**src/rtl/im_pkg.sv**
```systemverilog
// Shared definitions for the instruction-memory loader: IM size, checksum width
// and the loader state encoding.
package im_pkg;

   localparam int IM_DEPTH = 1024;
   localparam int CSUM_W   = 8;

   typedef enum logic [2:0] {
      IDLE = 3'd0,
      LEN  = 3'd1,
      LOAD = 3'd2,
      CHK  = 3'd3,
      DONE = 3'd4,
      ERR  = 3'd5
   } im_state_e;

endpackage

```
**src/rtl/im_loader.sv**
```systemverilog
// Byte-stream program loader: takes a length-prefixed, checksummed image over a
// valid/ready byte stream and writes each payload byte into the IM byte array.
module im_loader
   import im_pkg::*;
#(
   parameter int DEPTH  = IM_DEPTH,
   parameter int ADDR_W = 32
) (
   input  logic              clk,
   input  logic              rst,
   input  logic              start,
   input  logic [ADDR_W-1:0] base_addr,
   input  logic [7:0]        in_data,
   input  logic              in_valid,
   output logic              in_ready,
   output logic [ADDR_W-1:0] mem_addr,
   output logic [7:0]        mem_wdata,
   output logic              mem_we,
   output logic              busy,
   output logic              done,
   output logic              error
);

   // Handshake: a byte moves on a rising edge where in_valid && in_ready.
   // in_ready is decoded from the state register only, never from in_valid.

   im_state_e           state;
   logic [ADDR_W-1:0]   base_q;
   logic [ADDR_W-1:0]   offset;
   logic [31:0]         len_q;
   logic [CSUM_W-1:0]   sum;

   logic                accept;
   logic [31:0]         len_next;
   logic [ADDR_W:0]     end_addr;
   logic [CSUM_W-1:0]   sum_next;
   logic                last_byte;

   assign in_ready  = (state == LEN) || (state == LOAD) || (state == CHK);
   assign busy      = in_ready;
   assign accept    = in_valid && in_ready;
   assign len_next  = {len_q[23:0], in_data};
   assign sum_next  = sum + in_data;
   // One extra bit so base+LEN wrapping past 2^ADDR_W still fails the bound.
   assign end_addr  = {1'b0, base_q} + {1'b0, ADDR_W'(len_next)};
   assign last_byte = (offset == ADDR_W'(len_q) - ADDR_W'(1));

   always_ff @(posedge clk) begin
      if (rst) begin
         state     <= IDLE;
         base_q    <= '0;
         offset    <= '0;
         len_q     <= '0;
         sum       <= '0;
         mem_addr  <= '0;
         mem_wdata <= '0;
         mem_we    <= 1'b0;
         done      <= 1'b0;
         error     <= 1'b0;
      end else begin
         mem_we <= 1'b0;
         case (state)
            IDLE, DONE, ERR: begin
               if (start) begin
                  done <= 1'b0;
                  if (base_addr[1:0] != 2'b00) begin
                     error <= 1'b1;
                     state <= ERR;
                  end else begin
                     base_q <= base_addr;
                     sum    <= '0;
                     offset <= '0;
                     len_q  <= '0;
                     error  <= 1'b0;
                     state  <= LEN;
                  end
               end
            end
            // offset counts the length bytes here and restarts at 0 for the payload.
            LEN: begin
               if (accept) begin
                  len_q  <= len_next;
                  sum    <= sum_next;
                  offset <= offset + ADDR_W'(1);
                  if (offset == ADDR_W'(3)) begin
                     offset <= '0;
                     if ((len_next[1:0] != 2'b00) || (end_addr > (ADDR_W+1)'(DEPTH))) begin
                        error <= 1'b1;
                        state <= ERR;
                     end else if (len_next == 32'd0) begin
                        state <= CHK;
                     end else begin
                        state <= LOAD;
                     end
                  end
               end
            end
            LOAD: begin
               if (accept) begin
                  mem_we    <= 1'b1;
                  mem_addr  <= base_q + offset;
                  mem_wdata <= in_data;
                  sum       <= sum_next;
                  offset    <= offset + ADDR_W'(1);
                  if (last_byte) begin
                     state <= CHK;
                  end
               end
            end
            CHK: begin
               if (accept) begin
                  sum <= sum_next;
                  if (sum_next == '0) begin
                     done  <= 1'b1;
                     state <= DONE;
                  end else begin
                     error <= 1'b1;
                     state <= ERR;
                  end
               end
            end
            default: state <= IDLE;
         endcase
      end
   end

endmodule

```
**config.mk**
```make
export PLATFORM = sky130hd
export DESIGN_NAME = im_loader
export DESIGN_NICKNAME = d
export VERILOG_FILES = /design/src/rtl/im_pkg.sv /design/src/rtl/im_loader.sv
export SDC_FILE = /design/constraint.sdc
export NUM_CORES = 1
export LEC_CHECK = 0
export BUFFER_PORTS_ARGS = -buffer_cell sky130_fd_sc_hd__buf_4
export CAP_MARGIN = 20
export CORE_ASPECT_RATIO = 0.75
export CORE_MARGIN = 1.5
export CORE_UTILIZATION = 60
export CTS_CLUSTER_SIZE = 24
export DETAILED_ROUTE_END_ITERATION = 10
export PLACE_DENSITY = 0.76
export SLEW_MARGIN = 20
export SYNTH_ARGS = -nofsm -noshare
export SYNTH_HDL_FRONTEND = slang
export SYNTH_SLANG_ARGS = --single-unit
export TNS_END_PERCENT = 10
```
**constraint.sdc**
```tcl
create_clock -name clk -period 6.86 [get_ports clk]
set_input_delay 0 -clock clk [delete_from_list [all_inputs] [get_ports clk]]
set_output_delay 0 -clock clk [all_outputs]
set_load 0.05 [all_outputs]
```
==> metrics.txt <==
status complete, no violations; Vias 11300; Req. time, crit path 7.14 ns; Max Fclk 0.260 GHz; Mapped Area 10800 um2; period utilization 56.1%; pwr dens 191 nW/um2; post-synth top area share 27.8%; minimum clock period 3.85 ns; asr flop ratio synth 0%; Rows 42; global route overflow 0; core area 17700 um2; area of the multi-input gates 7360 um2; post-CTS setup buffers 0; Area contributors post-synth dfxtp_1, ha_1, a21oi_1; Setup Viol. Count Final 0; top-count cell post-synth nand2_1; pin slew with the least headroom to its limit 1.08 ns; crit end category flip-flop; syn_area_per_cell 7.62 um2; CTS buffer count 17; Crit Path Max Fanout 11; VDD IR max 0.156 mV; Post-synth EDFFs 0; Max-slew headroom 27.7%; Port Buffers 88; post-synthesis adder-cell area fraction 8.88%; initial antenna violation count 0; Hold Crit Class input pin to flip-flop; Critical-path top delay cell or4_1; Register Area 3000 um2; Synth area leader dfxtp_1; DRC 0; Cells after Synth 1420; main combinational cell family by area after synthesis simple AND/OR/NAND/NOR gates; Leak Pwr 0.00492 uW; dpl hpwl 25.2 mm; Worst-path clk slew 0.06 ns; Routed WL 34.3 mm; worst path cell trace ha_1 > a21oi_1 > o22a_1 > o2111ai_1 > or4_1 > a2111oi_1 > o2111a_1 > nand4_1 > nor4_4 > o32ai_1; Setup TNS Final 0 ns; largest net degree at the start of global routing 75; final hold violation count 0; first-pass GRT wire length 54.3 mm; total inserted antenna cells 0; net count of the mapped netlist 1539; CTS root buffer clkbuf_16; Top FF cell, synth dfxtp_1; area grow syn2layout 16.3%; Compound-Gate Fraction of Synth Area 24.2%; synth warn 0; crit path DAT 4.13 ns; Initial DRT Pass Iterations 6; clock buffer depth 2; final hold slack 0.0630 ns; Routed Antenna Nets 0; clk_lat worst skew 0.43 ns; maxcap violations 0; Global Route Usage Sum 36.9%; CTS tree built; pins over their slew limit 0; post-synthesis mux area share 0.474%; post-synth cell types 83; CP Launch Type flip-flop; htree depth 4; clk_skew 0.00870 ns; vias in the first global route 10300; die area 18900 um2; slowest stage delay, CP 0.56 ns; Seq cells post-synth 150; Routability Congestion 0.949; routed length per placed instance 19.6 um; Initial Util 61.3%; drt first-iter violations 1365; post-synthesis sequential area ratio 27.8%; Avg Vias per Cell 6.47; share of cells above drive strength 1 10.1%; # clock sinks 150; commonest cells in the netlist nand2_1, dfxtp_1, nor2_1; die outline width 158 um; fillers 1462; Top-Level Pins 89; critical path type flip-flop to flip-flop; Nets 1612; Die Height 119 um; simple-gate share of the synthesized area 26.0%; unrepaired setup endpoints after global routing false; Post-Synth XOR/XNOR Area 8.34%
-- state kept, by name, summed over array words and instances (netlist names) --
| name | count |
|---|---|
| sum | 8 |
| state | 3 |
| done | 1 |
| len_q | 32 |
| base_q | 32 |
| mem_we | 1 |
| mem_wdata | 8 |
| mem_addr | 32 |
| offset | 32 |
| error | 1 |
-- metrics by stage --
step	std cells	worst slack [ns]	total power (uW)	util, %	area (um2)
5_1_grt	1747	2.89	2480	71.2	12600
3_3_place_gp	1676	3.17	1330	65.3	11500
2_1_floorplan	1420	3.62	1220	-	10800
4_1_cts	1747	3.13	2390	71.2	12600
6_report	1747	3.01	2400	71.2	12600
3_5_place_dp	1676	3.15	1340	65.3	11500
-- routing by layer --
layer / track usage [%] / share of wire [%] / up-vias
met5: 0 / 0 / -
met4: 11.7 / 2.9 / 0
met3: 9.61 / 11 / 85
met2: 54.6 / 41 / 611
met1: 52.0 / 45 / 5268
li1: - / - / 5337
-- cell type report --
class	count	share of cell area (%)
clock inverter	13	1.74
clock buffer	18	3.41
inverter	36	1.07
multi-input combinational	1151	58.5
tap	242	2.41
sequential	150	23.9
timing repair buffer	137	8.97
-- worst max-delay path, delay by kind of cell, from the launching register on --
kind | cells | cell delay (ns)
adder cells (fa/ha/maj) | 1 | 0.42
AND/OR/NAND/NOR | 3 | 1.17
AO/OA/AOI/OAI | 6 | 1.59
flip-flops | 1 | 0.52
-- cells in the final DEF (no fill, tap or decap), drive strengths merged, types with 7 or more instances in the layout --
cell         Yosys  final
or4              8      8
nand2b          14     14
nor2           139    139
or3             13     13
xnor2           64     64
a21oi          134    134
xor2            39     39
inv             36     42
o21ai           62     62
nor2b           16     16
ha              72     72
a31oi           14     14
and2             8      8
and3            18     18
nor4            26     26
nor3            31     31
a211oi          21     21
o21a            21     21
buf             13     97
nor3b            8      8
and4             7      7
a22oi           43     43
nand4           35     35
dlygate4sd3      0     40
clkbuf          70     18
a21o            16     16
o22ai            8      8
nand3           40     40
a2111oi          7      7
nand2          177    177
dfxtp          150    150
o211ai          15     15
-- final timing paths --
path | from | end | slack [ns] | cells after the start
worst max register to register | len_q[17] | state[2] | 3.01 | 10
worst min-delay path | in_valid | state[1] | 0.06 | 3
worst max-delay path | len_q[17] | state[2] | 3.01 | 10
worst min register to register | mem_addr[14] | mem_addr[14] | 0.45 | 2
-- power by group --
group | leakage [uW] | switching (uW) | internal [uW]
sequential | 0.00121 | 33.8 | 889
clock | 0.000318 | 398 | 652
combinational | 0.00339 | 259 | 169
-- repair_timing --
action / 4_1_cts / 5_1_grt
endpoints found under the setup margin: 0 / 0
hold buffers: 40 / 0
hold endpoints to repair: 54 / 0
gates resized for setup: 0 / 0
-- cell families (layout without fill, tap and decap cells) --
group | count (synthesis) | in the layout
adders and majority gates | 75 | 75
buffers and inverters | 119 | 204
and+or+nand+nor | 566 | 566
DFF | 150 | 150
AOI/OAI and AO/OA | 402 | 402
xor gates and xnor gates | 103 | 103
muxes | 5 | 5
Power figures use the tool's default switching activity.
